## src/rtl/lifo_pkg.sv

```systemverilog
// Shared definitions for the parameterised LIFO stack: default geometry and
// the per-cycle operation encoding produced by the control decoder.
package lifo_pkg;

    localparam int DEF_WIDTH = 8;
    localparam int DEF_DEPTH = 8;

    typedef enum logic [2:0] {
        OP_NOP     = 3'd0,
        OP_PUSH    = 3'd1,
        OP_POP     = 3'd2,
        OP_REPLACE = 3'd3,
        OP_BYPASS  = 3'd4,
        OP_FLUSH   = 3'd5
    } op_e;

    typedef struct packed {
        op_e  op;
        logic overflow;
        logic underflow;
    } ctrl_t;

    // Flush dominates. A push+pop pair never raises an error: it either
    // swaps the top entry or passes the input straight through.
    function automatic ctrl_t decode_op(
        input logic flush,
        input logic push,
        input logic pop,
        input logic full,
        input logic empty
    );
        ctrl_t c;
        c.op        = OP_NOP;
        c.overflow  = 1'b0;
        c.underflow = 1'b0;
        if (flush) begin
            c.op = OP_FLUSH;
        end else if (push && pop) begin
            c.op = empty ? OP_BYPASS : OP_REPLACE;
        end else if (push) begin
            if (full) c.overflow = 1'b1;
            else      c.op       = OP_PUSH;
        end else if (pop) begin
            if (empty) c.underflow = 1'b1;
            else       c.op        = OP_POP;
        end
        return c;
    endfunction

endpackage

```

## src/rtl/lifo_ram.sv

```systemverilog
// Stack storage: one synchronous write port, one asynchronous read port.
module lifo_ram
    import lifo_pkg::*;
#(
    parameter int WIDTH = DEF_WIDTH,
    parameter int DEPTH = DEF_DEPTH,
    parameter int AW    = $clog2(DEPTH)
) (
    input  logic             clk,
    input  logic             we_i,
    input  logic [AW-1:0]    waddr_i,
    input  logic [WIDTH-1:0] wdata_i,
    input  logic [AW-1:0]    raddr_i,
    output logic [WIDTH-1:0] rdata_o
);

    logic [WIDTH-1:0] mem_q [DEPTH];

    // NOTE: no reset on the array; entries above count are never observed,
    // so a reset would only cost routing and block RAM inference.
    always_ff @(posedge clk) begin
        if (we_i) mem_q[waddr_i] <= wdata_i;
    end

    assign rdata_o = mem_q[raddr_i];

endmodule

```

## src/rtl/param_lifo_stack.sv

```systemverilog
// Parameterised LIFO stack with registered pop data, push/pop replace and
// empty bypass, synchronous flush and sticky overflow/underflow flags.
module param_lifo_stack
    import lifo_pkg::*;
#(
    parameter int WIDTH    = DEF_WIDTH,
    parameter int DEPTH    = DEF_DEPTH,
    parameter int AF_LEVEL = DEPTH - 2
) (
    input  logic                       clk,
    input  logic                       rst_n,
    input  logic                       push,
    input  logic                       pop,
    input  logic                       flush,
    input  logic                       clr_err,
    input  logic [WIDTH-1:0]           data_in,
    output logic [WIDTH-1:0]           data_out,
    output logic                       pop_valid,
    output logic [WIDTH-1:0]           top,
    output logic [$clog2(DEPTH+1)-1:0] count,
    output logic                       full,
    output logic                       empty,
    output logic                       almost_full,
    output logic                       overflow,
    output logic                       underflow
);

    localparam int CW = $clog2(DEPTH + 1);
    localparam int AW = $clog2(DEPTH);
    localparam logic [CW-1:0] DEPTH_CNT = CW'(DEPTH);
    localparam logic [CW-1:0] AF_CNT    = CW'(AF_LEVEL);

    logic [CW-1:0]    count_q, count_d;
    logic [WIDTH-1:0] data_out_q, data_out_d;
    logic             pop_valid_q, pop_valid_d;
    logic             overflow_q, overflow_d;
    logic             underflow_q, underflow_d;

    logic             ram_we;
    logic [AW-1:0]    ram_waddr;
    logic [AW-1:0]    top_addr;
    logic [WIDTH-1:0] top_data;
    ctrl_t            ctrl;

    // Status flags come straight from the count register, no extra latency.
    assign empty       = (count_q == '0);
    assign full        = (count_q == DEPTH_CNT);
    assign almost_full = (count_q >= AF_CNT);
    assign top_addr    = empty ? '0 : AW'(count_q - CW'(1));

    assign ctrl = decode_op(flush, push, pop, full, empty);

    lifo_ram #(
        .WIDTH (WIDTH),
        .DEPTH (DEPTH),
        .AW    (AW)
    ) u_ram (
        .clk     (clk),
        .we_i    (ram_we),
        .waddr_i (ram_waddr),
        .wdata_i (data_in),
        .raddr_i (top_addr),
        .rdata_o (top_data)
    );

    always_comb begin
        // NOTE: every output of this block gets a default first, so no path
        // through the case statement can infer a latch.
        count_d     = count_q;
        data_out_d  = data_out_q;
        pop_valid_d = 1'b0;
        ram_we      = 1'b0;
        ram_waddr   = AW'(count_q);
        unique case (ctrl.op)
            OP_PUSH: begin
                ram_we  = 1'b1;
                count_d = count_q + CW'(1);
            end
            OP_POP: begin
                data_out_d  = top_data;
                pop_valid_d = 1'b1;
                count_d     = count_q - CW'(1);
            end
            OP_REPLACE: begin
                data_out_d  = top_data;
                pop_valid_d = 1'b1;
                ram_we      = 1'b1;
                ram_waddr   = top_addr;
            end
            OP_BYPASS: begin
                data_out_d  = data_in;
                pop_valid_d = 1'b1;
            end
            OP_FLUSH: begin
                count_d = '0;
            end
            default: ;
        endcase

        // A newly raised error outranks a same-cycle clear.
        overflow_d  = (overflow_q  & ~clr_err) | ctrl.overflow;
        underflow_d = (underflow_q & ~clr_err) | ctrl.underflow;
    end

    // NOTE: state registers use non-blocking assignments so every flop
    // samples the pre-edge values regardless of process ordering.
    always_ff @(posedge clk or negedge rst_n) begin
        if (!rst_n) begin
            count_q     <= '0;
            data_out_q  <= '0;
            pop_valid_q <= 1'b0;
            overflow_q  <= 1'b0;
            underflow_q <= 1'b0;
        end else begin
            count_q     <= count_d;
            data_out_q  <= data_out_d;
            pop_valid_q <= pop_valid_d;
            overflow_q  <= overflow_d;
            underflow_q <= underflow_d;
        end
    end

    assign count     = count_q;
    assign data_out  = data_out_q;
    assign pop_valid = pop_valid_q;
    assign overflow  = overflow_q;
    assign underflow = underflow_q;
    assign top       = empty ? '0 : top_data;

endmodule
```

## config.mk

```make
export PLATFORM = sky130hd
export DESIGN_NAME = param_lifo_stack
export DESIGN_NICKNAME = d
export VERILOG_FILES = /design/src/rtl/lifo_pkg.sv /design/src/rtl/lifo_ram.sv /design/src/rtl/param_lifo_stack.sv
export SDC_FILE = /design/constraint.sdc
export NUM_CORES = 1
export LEC_CHECK = 0
export BUFFER_PORTS_ARGS = -buffer_cell sky130_fd_sc_hd__buf_2
export CORE_MARGIN = 5
export CORE_UTILIZATION = 45
export CTS_CLUSTER_SIZE = 25
export DETAILED_ROUTE_END_ITERATION = 7
export MAX_ROUTING_LAYER = met4
export SLEW_MARGIN = 10
export SYNTH_ARGS = -nofsm -noshare
export SYNTH_HDL_FRONTEND = slang
export SYNTH_HIERARCHICAL = 1
export SYNTH_SLANG_ARGS = --single-unit
```

## constraint.sdc

```tcl
create_clock -name clk -period 3.5 [get_ports clk]
set_input_delay 0.525 -clock clk [delete_from_list [all_inputs] [get_ports clk]]
set_output_delay 0.525 -clock clk [all_outputs]
set_load 0.05 [all_outputs]
```

Word-level counts from Yosys, hierarchy flattened
Memory sizes are Yosys's and may differ from the RTL's. Index checks and enable logic that the tools add are counted. W data, S select, Z words.

$lt $le $gt $ge: 1. Eq/ne operators: 6. Reduce and logical (&&, ||, !) cells: 7. Add/sub/neg operators: 2. Bitwise operators: 5. Multiplexer cells: 23.

Operators by type and width (count): $mux W3 (7); $pmux W8 S2 (1); $pmux W4 S3 (1); $mux W1 (10); $mux W8 (1); $eq A3 B2 Y1 const B (2); $eq A3 B3 Y1 const B (2); $mux W2 (3); $add A4 B1 Y4 const B (1); $eq A4 B4 Y1 const B (1); $ge A4 B3 Y1 const B (1); $logic_not A4 Y1 (1); $reduce_or A2 Y1 (2); $sub A4 B1 Y4 const B (1); $eq A3 B1 Y1 const B (1); $reduce_bool A3 Y1 (1); $reduce_or A3 Y1 (1); $and A1 B1 Y1 (2); $or A1 B1 Y1 (2); $reduce_bool A2 Y1 (1); $logic_and A1 B1 Y1 (1); $not A1 Y1 (1).

Register bits after elaboration: 15. Output and inout bits: 26. Memories kept: 1. Bits of input ports: 14. Memory bits (writable): 64.

Memory list: u_ram.mem_q (depth 8, bits a word 8, read ports 1, clocked after Yosys merged registers in 0, wr ports 1, RTL line lifo_ram.sv:17) `logic [WIDTH-1:0] mem_q [DEPTH];`.

Longest topological paths before layout
Gate-level depths: netlist of run 1.

Depth in word-level cells: 11. Depth in mapped cells: 11. Mapped depth without buffers: 9.

By module
Netlist of run 1, hierarchy kept.

By module, submodules not included: lifo_ram (seq. area each 1921.8 µm², area an instance 2531.2 µm², cells an instance 106, instances 1); param_lifo_stack (seq. area each 375.4 µm², area an instance 1084.8 µm², cells an instance 122, instances 1).

Least setup slack after synthesis of run 1
No wires, ideal clock.

Path type: register -> output. Start point: register count_q[0] (netlist: count[0]). End point: output port top[1]. Data arrival time: 3.126 ns. Stages on the path, launching flop included: 11. Path slack: -0.151 ns. Buffers on the path: 2. Cells stage by stage: dfrtp_1 -> inv_1 -> ha_1 -> or3b_4 -> inv_2 -> nor2_1 -> buf_6 -> buf_12 -> mux4_1 -> mux2_2 -> and2_1.

Longest elaborated chain between the ends: 4.

RTL lines: from (decl) (RTL line param_lifo_stack.sv:33) `logic [CW-1:0] count_q, count_d;`; from (signal assigned) (RTL line param_lifo_stack.sv:115) `count_q <= count_d;`; $logic_not A4 Y1 (RTL line param_lifo_stack.sv:46) `assign empty = (count_q == '0);`; net empty (RTL line param_lifo_stack.sv:22) `output logic empty,`; $mux W3 (RTL line param_lifo_stack.sv:49) `assign top_addr = empty ? '0 : AW'(count_q - CW'(1));`; net top_addr[0] (RTL line param_lifo_stack.sv:41) `logic [AW-1:0] top_addr;`; $mem_v2 Z8 W8; net top_data[1] (RTL line param_lifo_stack.sv:42) `logic [WIDTH-1:0] top_data;`; $mux W8 (RTL line param_lifo_stack.sv:128) `assign top = empty ? '0 : top_data;`; to (decl) (RTL line param_lifo_stack.sv:19) `output logic [WIDTH-1:0] top,`.

The timed path passes the listed nets, and every way through them passes these cells.

Worst setup path after layout of run 1
Start point: register count_q[1] (netlist: count[1]). End point: output port top[1].

Longest elaborated chain between the ends: 4.

RTL lines (RTL line): $logic_not A4 Y1 (param_lifo_stack.sv:46); $mux W3 (param_lifo_stack.sv:49); net top_addr[0] (param_lifo_stack.sv:41); $mem_v2 Z8 W8; net top_data[1] (param_lifo_stack.sv:42); $mux W8 (param_lifo_stack.sv:128).

The timed path passes the listed nets, and every way through them passes these cells.

==> flow_summary.ini, run 1 <==
[global_route]
grt_pass1_wl_mm = 12.1
grt_use_total = 0.169
antenna_found_initial = 0
grt_pass1_vias = 2097
grt.overflow.total = 0
grt_max_degree = 17

[setup_path]
crit_required_ns = 2.97
rr_startpoint = count[1]$_DFFE_PN0P_
cp.arrival_ns = 2.86
cp-startpoint = count[1]$_DFFE_PN0P_
max_stage_delay_ns = 0.47
setup.worst_path.class = flip-flop to output pin
worstSetupEndpointType = output pin
path_cells = inv_1 > ha_4 > or3b_4 > inv_4 > nor2_1 > buf_6 > mux4_1 > mux2_2 > and2_1 > buf_4
path_max_fanout = 16
start_kind = flip-flop
cpMaxStageDelayCell = mux4_1

[finish]
syn_to_final_growth_pct = 16.3
layout_commonest_cell = edfxtp_1
drive_gt1_frac = 0.328
n_antenna_cell = 0
layout.nets = 300
instances_no_fill = 389
layout_common_cells = edfxtp_1 (64), buf_2 (37), buf_4 (17)

[cts]
clk_pin_slew_ns = 0.10
hold_buffers = 0
htreeDepth = 3
clock_sinks = 79
clk_path_buf_depth = 2
tritoncts = built
clk-insertion-delay-late_ns = 0.35
cts_root_buffer = clkbuf_8
cts_buffers = 9

[route]
detail_route.iter0.violations = 128
drt-total-wl_mm = 7.52
vias = 2126
viasPerCell = 5.47
dr.pass1.iters = 4
drc = 0
antenna_left = 0
routedWlPerCell_um = 19.3

[sta]
slew_viol_final = 0
max_slew_margin = 0.378
rsz0062_at_grt = true
finalSetupViolCount = 0
fin_crit_ns = 3.39
fmax_ghz = 0.295
hold_ws_ns = 0.0677
tightest_slew_ns = 0.929
period_share = 0.967
setup_tns_ns = 0
hold_viol_final = 0
skew_ns = 0.0159

[min_path]
hold_class = input pin to asynchronous set/reset pin

[run_status]
status = complete, no violations

[die]
die_area_um2 = 9930
ios = 40
core_um2 = 7770
initial_utilization = 0.466
die_x_um = 99.6
die_height_um = 99.6
num_rows = 32

[placed_design]
placement.io_buffers = 39
place_inst = 372
dp_hpwl_mm = 5.02
globalplace.congestion = 0.809

[logic_synthesis]
synth_seq_cells = 79
synthCells = 228
yosysTopAreaCell = edfxtp_1
netlist_top_cells_area = edfxtp_1 (53%), mux4_1 (11%), dfrtp_1 (10%)
syn_area_per_cell_um2 = 15.9
ys.warnings.count = 6
synth_cell_type_count = 44
syn-cell-area_um2 = 3620
yosysTopAreaCellShare = 0.531
seq_area_frac_synth = 0.635
synth_nets = 246

[job]
drv_cap = 0
[sequential cells by signal, summed over array words and instances, names as in the netlist]
register / cells
underflow: 1
overflow: 1
u_ram/mem_q: 64
pop_valid: 1
data_out: 8
count: 4
[area by class of cell]
type | count | area (µm²)
Clock buffer | 10 | 138
Clock inverter | 6 | 75.1
Fill cell | 668 | 3560
Inverter | 8 | 35.0
Multi-Input combinational cell | 129 | 1200
Sequential cell | 79 | 2300
Tap cell | 102 | 128
Timing Repair Buffer | 55 | 324
[synthesized netlist by cell type, drive strengths merged]
master / number
and3: 1
a22oi: 9
a21oi: 1
o31ai: 1
clkbuf: 1
inv: 8
o211a: 1
or3b: 2
o21ai: 4
nand2: 15
mux2: 8
a221o: 1
nor2: 17
dfrtp: 15
and3b: 1
a31oi: 1
buf: 11
a221oi: 1
nand3: 9
o41ai: 1
nor3: 3
or2: 2
mux4: 16
xor2: 1
o32ai: 1
ha: 4
xnor2: 5
a22o: 2
edfxtp: 64
nand3b: 1
or3: 2
o22ai: 3
nand2b: 8
and2: 8
[worst max-delay path, delay by kind of cell (launching register included)]
| family | cells | cell delay (ns) |
|---|---|---|
| multiplexers | 2 | 0.76 |
| buffers and inverters | 4 | 0.58 |
| flip-flops | 1 | 0.40 |
| adder cells (fa/ha/maj) | 1 | 0.17 |
| AND/OR/NAND/NOR | 3 | 0.60 |
[per-layer routing]
layer	wire, µm	up-vias	GRT usage
met3	482	4	0.0344
met1	3570	1054	0.247
met5	0	-	-
li1	-	997	-
met4	56	0	0.0599
met2	3410	71	0.233
[through the flow]
| stage | util | setup slack [ns] | area [µm²] |
|---|---|---|---|
| after global placement | 0.509 | 0.258 | 3960 |
| final | 0.541 | 0.115 | 4200 |
| after global routing | 0.541 | -0.0122 | 4200 |
| after detailed placement | 0.509 | 0.205 | 3960 |
| after CTS | 0.539 | 0.0154 | 4190 |
| after floorplan | - | 0.00417 | 3620 |
[cells by family after synthesis]
kind of cell | share of synthesized area
muxes | 0.140
DFF | 0.635
xor gates and xnor gates | 0.0166
adders and majority gates | 0.0138
buffers and inverters | 0.0356
and+or+nand+nor | 0.0990
AOI/OAI and AO/OA | 0.0595
[path summary, 6_finish.rpt]
check,to,slack (ns),cells after the start
setup / recovery,top[1],0.11,10
hold / removal,count[2]$_DFFE_PN0P_,0.07,1
setup reg to reg,u_ram/mem_q[1][1]$_DFFE_PP_,0.56,9
hold reg to reg,data_out[4]$_DFFE_PN0P_,0.50,2
max in group asynchronous,count[1]$_DFFE_PN0P_,3.14,1
min in group clk,underflow$_DFF_PN0_,0.39,2
[repair_timing]
action | CTS | global route
endpoints found under the setup margin | 8 | 8
gates resized for setup | 5 | 4
gates cloned | 0 | 0
buffers inserted | 1 | 0
Power of run 1 is not shown: default switching activity piles up to over one toggle a cycle in this logic, so the estimate is an artifact.
==> inputs of run 2 (changes only) <==
--- a/config.mk
+++ b/config.mk
@@ -14,5 +14,4 @@
 export SLEW_MARGIN = 10
 export SYNTH_ARGS = -nofsm -noshare
 export SYNTH_HDL_FRONTEND = slang
-export SYNTH_HIERARCHICAL = 1
 export SYNTH_SLANG_ARGS = --single-unit
==> run 2 against run 1 <==
  * Maximum frequency grew 1.8%
  * Die area rose by 1.5%
  * First-iteration DRC count grew 46%
  * Area after synthesis grew 1.7%
  * Sequential cell count unchanged
  * Utilization down 1.9 points
  * Non-clock buffer count shrank 9
  * Critical endpoint is now top[7]
  * Highest routed layer unchanged
==> flow_summary.ini, run 2 <==
[run_status]
status = complete, no violations

[logic_synthesis]
synth_nets = 294
seq_area_frac_synth = 0.625
netlist_top_cells_area = edfxtp_1 (52%), dfrtp_1 (10%), mux2i_1 (5.2%)
yosysTopAreaCellShare = 0.523
ys.flop_type = edfxtp_1
synth_seq_cells = 79
synth_edf_count = 64
yosysTopAreaCell = edfxtp_1
async_flop_share = 0.190
synth_top_cells_by_count = edfxtp_1 (64), nor3_1 (30), mux2i_1 (19)
synth_cell_type_count = 42
synthCells = 277
ys.warnings.count = 0
syn_area_per_cell_um2 = 13.3
post-synth-top-count-cell = edfxtp_1
syn-cell-area_um2 = 3680

[global_route]
grt_pass1_wl_mm = 14.5
grt_pass1_vias = 2450
grt_max_degree = 47
antenna_found_initial = 0
grt.overflow.total = 0
grt_use_total = 0.199

[pwr]
vdd_drop_max_mv = 0.466
powerDensity_nw_per_um2 = 858
p_total_uw = 3620
leakagePower_uw = 0.00152

[cts]
clk_pin_slew_ns = 0.08
htreeDepth = 3
clk_path_buf_depth = 2
tritoncts = built
cts_buffers = 9
hold_buffers = 0
cts_root_buffer = clkbuf_8
clk-insertion-delay-late_ns = 0.34
clock_sinks = 79

[placed_design]
placement.io_buffers = 39
globalplace.congestion = 0.859
pre_cts_ws_ns = 0.337
place_inst = 409
dp_hpwl_mm = 5.94
placed_area_um2 = 4010

[setup_path]
setup.worst_path.class = flip-flop to output pin
crit_required_ns = 2.97
cp.arrival_ns = 2.80
start_kind = flip-flop
path_max_fanout = 46
max_stage_delay_ns = 0.48
worstSetupEndpointType = output pin
crit_family = buffers and inverters
cpMaxStageDelayCell = dfrtp_1
path_cells = inv_1 > ha_1 > or3b_1 > inv_8 > a211oi_1 > o221a_2 > nor3_2 > buf_2
critPathBufInv = 3

[die]
core_um2 = 8090
initial_utilization = 0.454
num_rows = 33
die_x_um = 100
die_area_um2 = 10100
ios = 40
die_height_um = 100

[route]
top_layer = met4
m1WireLength_mm = 4.04
drc = 0
dr.pass1.iters = 5
drt-total-wl_mm = 9.26
vias = 2545
dr_wl_met3_um = 674
antenna_left = 0
viasPerCell = 5.99
routedWlPerCell_um = 21.8
route.met2.wl_mm = 4.34
detail_route.iter0.violations = 187

[finish]
n_antenna_cell = 0
syn_to_final_growth_pct = 14.9
layout_commonest_cell = edfxtp_1
nFillCells = 741
largest_register_ffs = 64
layout.nets = 332
top_register = u_ram.mem_q
drive_gt1_frac = 0.291
instances_no_fill = 425
layout_common_cells = edfxtp_1 (64), buf_2 (39), nor3_1 (22)
fin_area_um2 = 4220

[sta]
setup_ws_ns = 0.173
tightest_slew_ns = 1.12
period_share = 0.951
fmax_ghz = 0.301
fin_crit_ns = 3.33
setup_tns_ns = 0
skew_ns = 0.00719
hold_viol_final = 0
max_slew_margin = 0.252
slew_viol_final = 0
finalSetupViolCount = 0

[job]
drv_cap = 0

[min_path]
hold_class = input pin to asynchronous set/reset pin
run 2: timing repair:
item                                    in CTS  in global routing
endpoints found under the setup margin       0                  8
gates resized for setup                      0                  5
setup buffers                                0                  0
run 2: area by class of cell:
class,instances,area [µm²],share of cell area
Inverter,8,37.5,0.00889
Clock inverter,6,60.1,0.0142
Multi-Input combinational cell,171,1310,0.311
Timing Repair Buffer,46,248,0.0586
Sequential cell,79,2300,0.544
Tap cell,105,131,0.0311
Clock buffer,10,138,0.0326
run 2: cell families (layout without fill, tap and decap cells):
kind of cell / after synthesis / after routing / share of synthesized area
flip-flops: 79 / 79 / 0.625
AO/OA/AOI/OAI: 65 / 65 / 0.147
AND/OR/NAND/NOR: 83 / 83 / 0.128
buffers and inverters: 27 / 70 / 0.0354
adder cells (fa/ha/maj): 3 / 3 / 0.0102
multiplexers: 20 / 20 / 0.0548
run 2: metal layers:
layer | vias up | global-route usage
li1 | 1184 | -
met1 | 1257 | 0.279
met2 | 89 | 0.293
met3 | 15 | 0.0299
met4 | 0 | 0.0756
met5 | - | -
run 2: path summary, 6_finish.rpt:
kind	cells after the start	from	end	slack (ns)
min in group clk	2	clr_err	underflow$_DFF_PN0_	0.39
worst min-delay path	1	rst_n	data_out[3]$_DFFE_PN0P_	0.10
worst min register to register	2	data_out[0]$_DFFE_PN0P_	data_out[0]$_DFFE_PN0P_	0.51
worst max-delay path	8	count[1]$_DFFE_PN0P_	top[7]	0.17
max in group asynchronous	1	rst_n	data_out[5]$_DFFE_PN0P_	3.10
worst max register to register	7	count[1]$_DFFE_PN0P_	u_ram.mem_q[3][5]$_DFFE_PP_	0.33
run 2: power breakdown:
part	total (µW)	internal, µW	switching, µW
clock	674	345	328
combinational	1790	509	1280
sequential	1160	1100	56.8
run 2: stage by stage:
| stage | utilization | hold WS, ns |
|---|---|---|
| final | 0.522 | 0.105 |
| after global routing | 0.522 | 0.123 |
| after CTS | 0.520 | 0.109 |
| after detailed placement | 0.496 | 0.484 |
| after global placement | 0.496 | 0.474 |
| after floorplan | - | 0.229 |
Note: power is estimated with default switching activity, not from simulation.
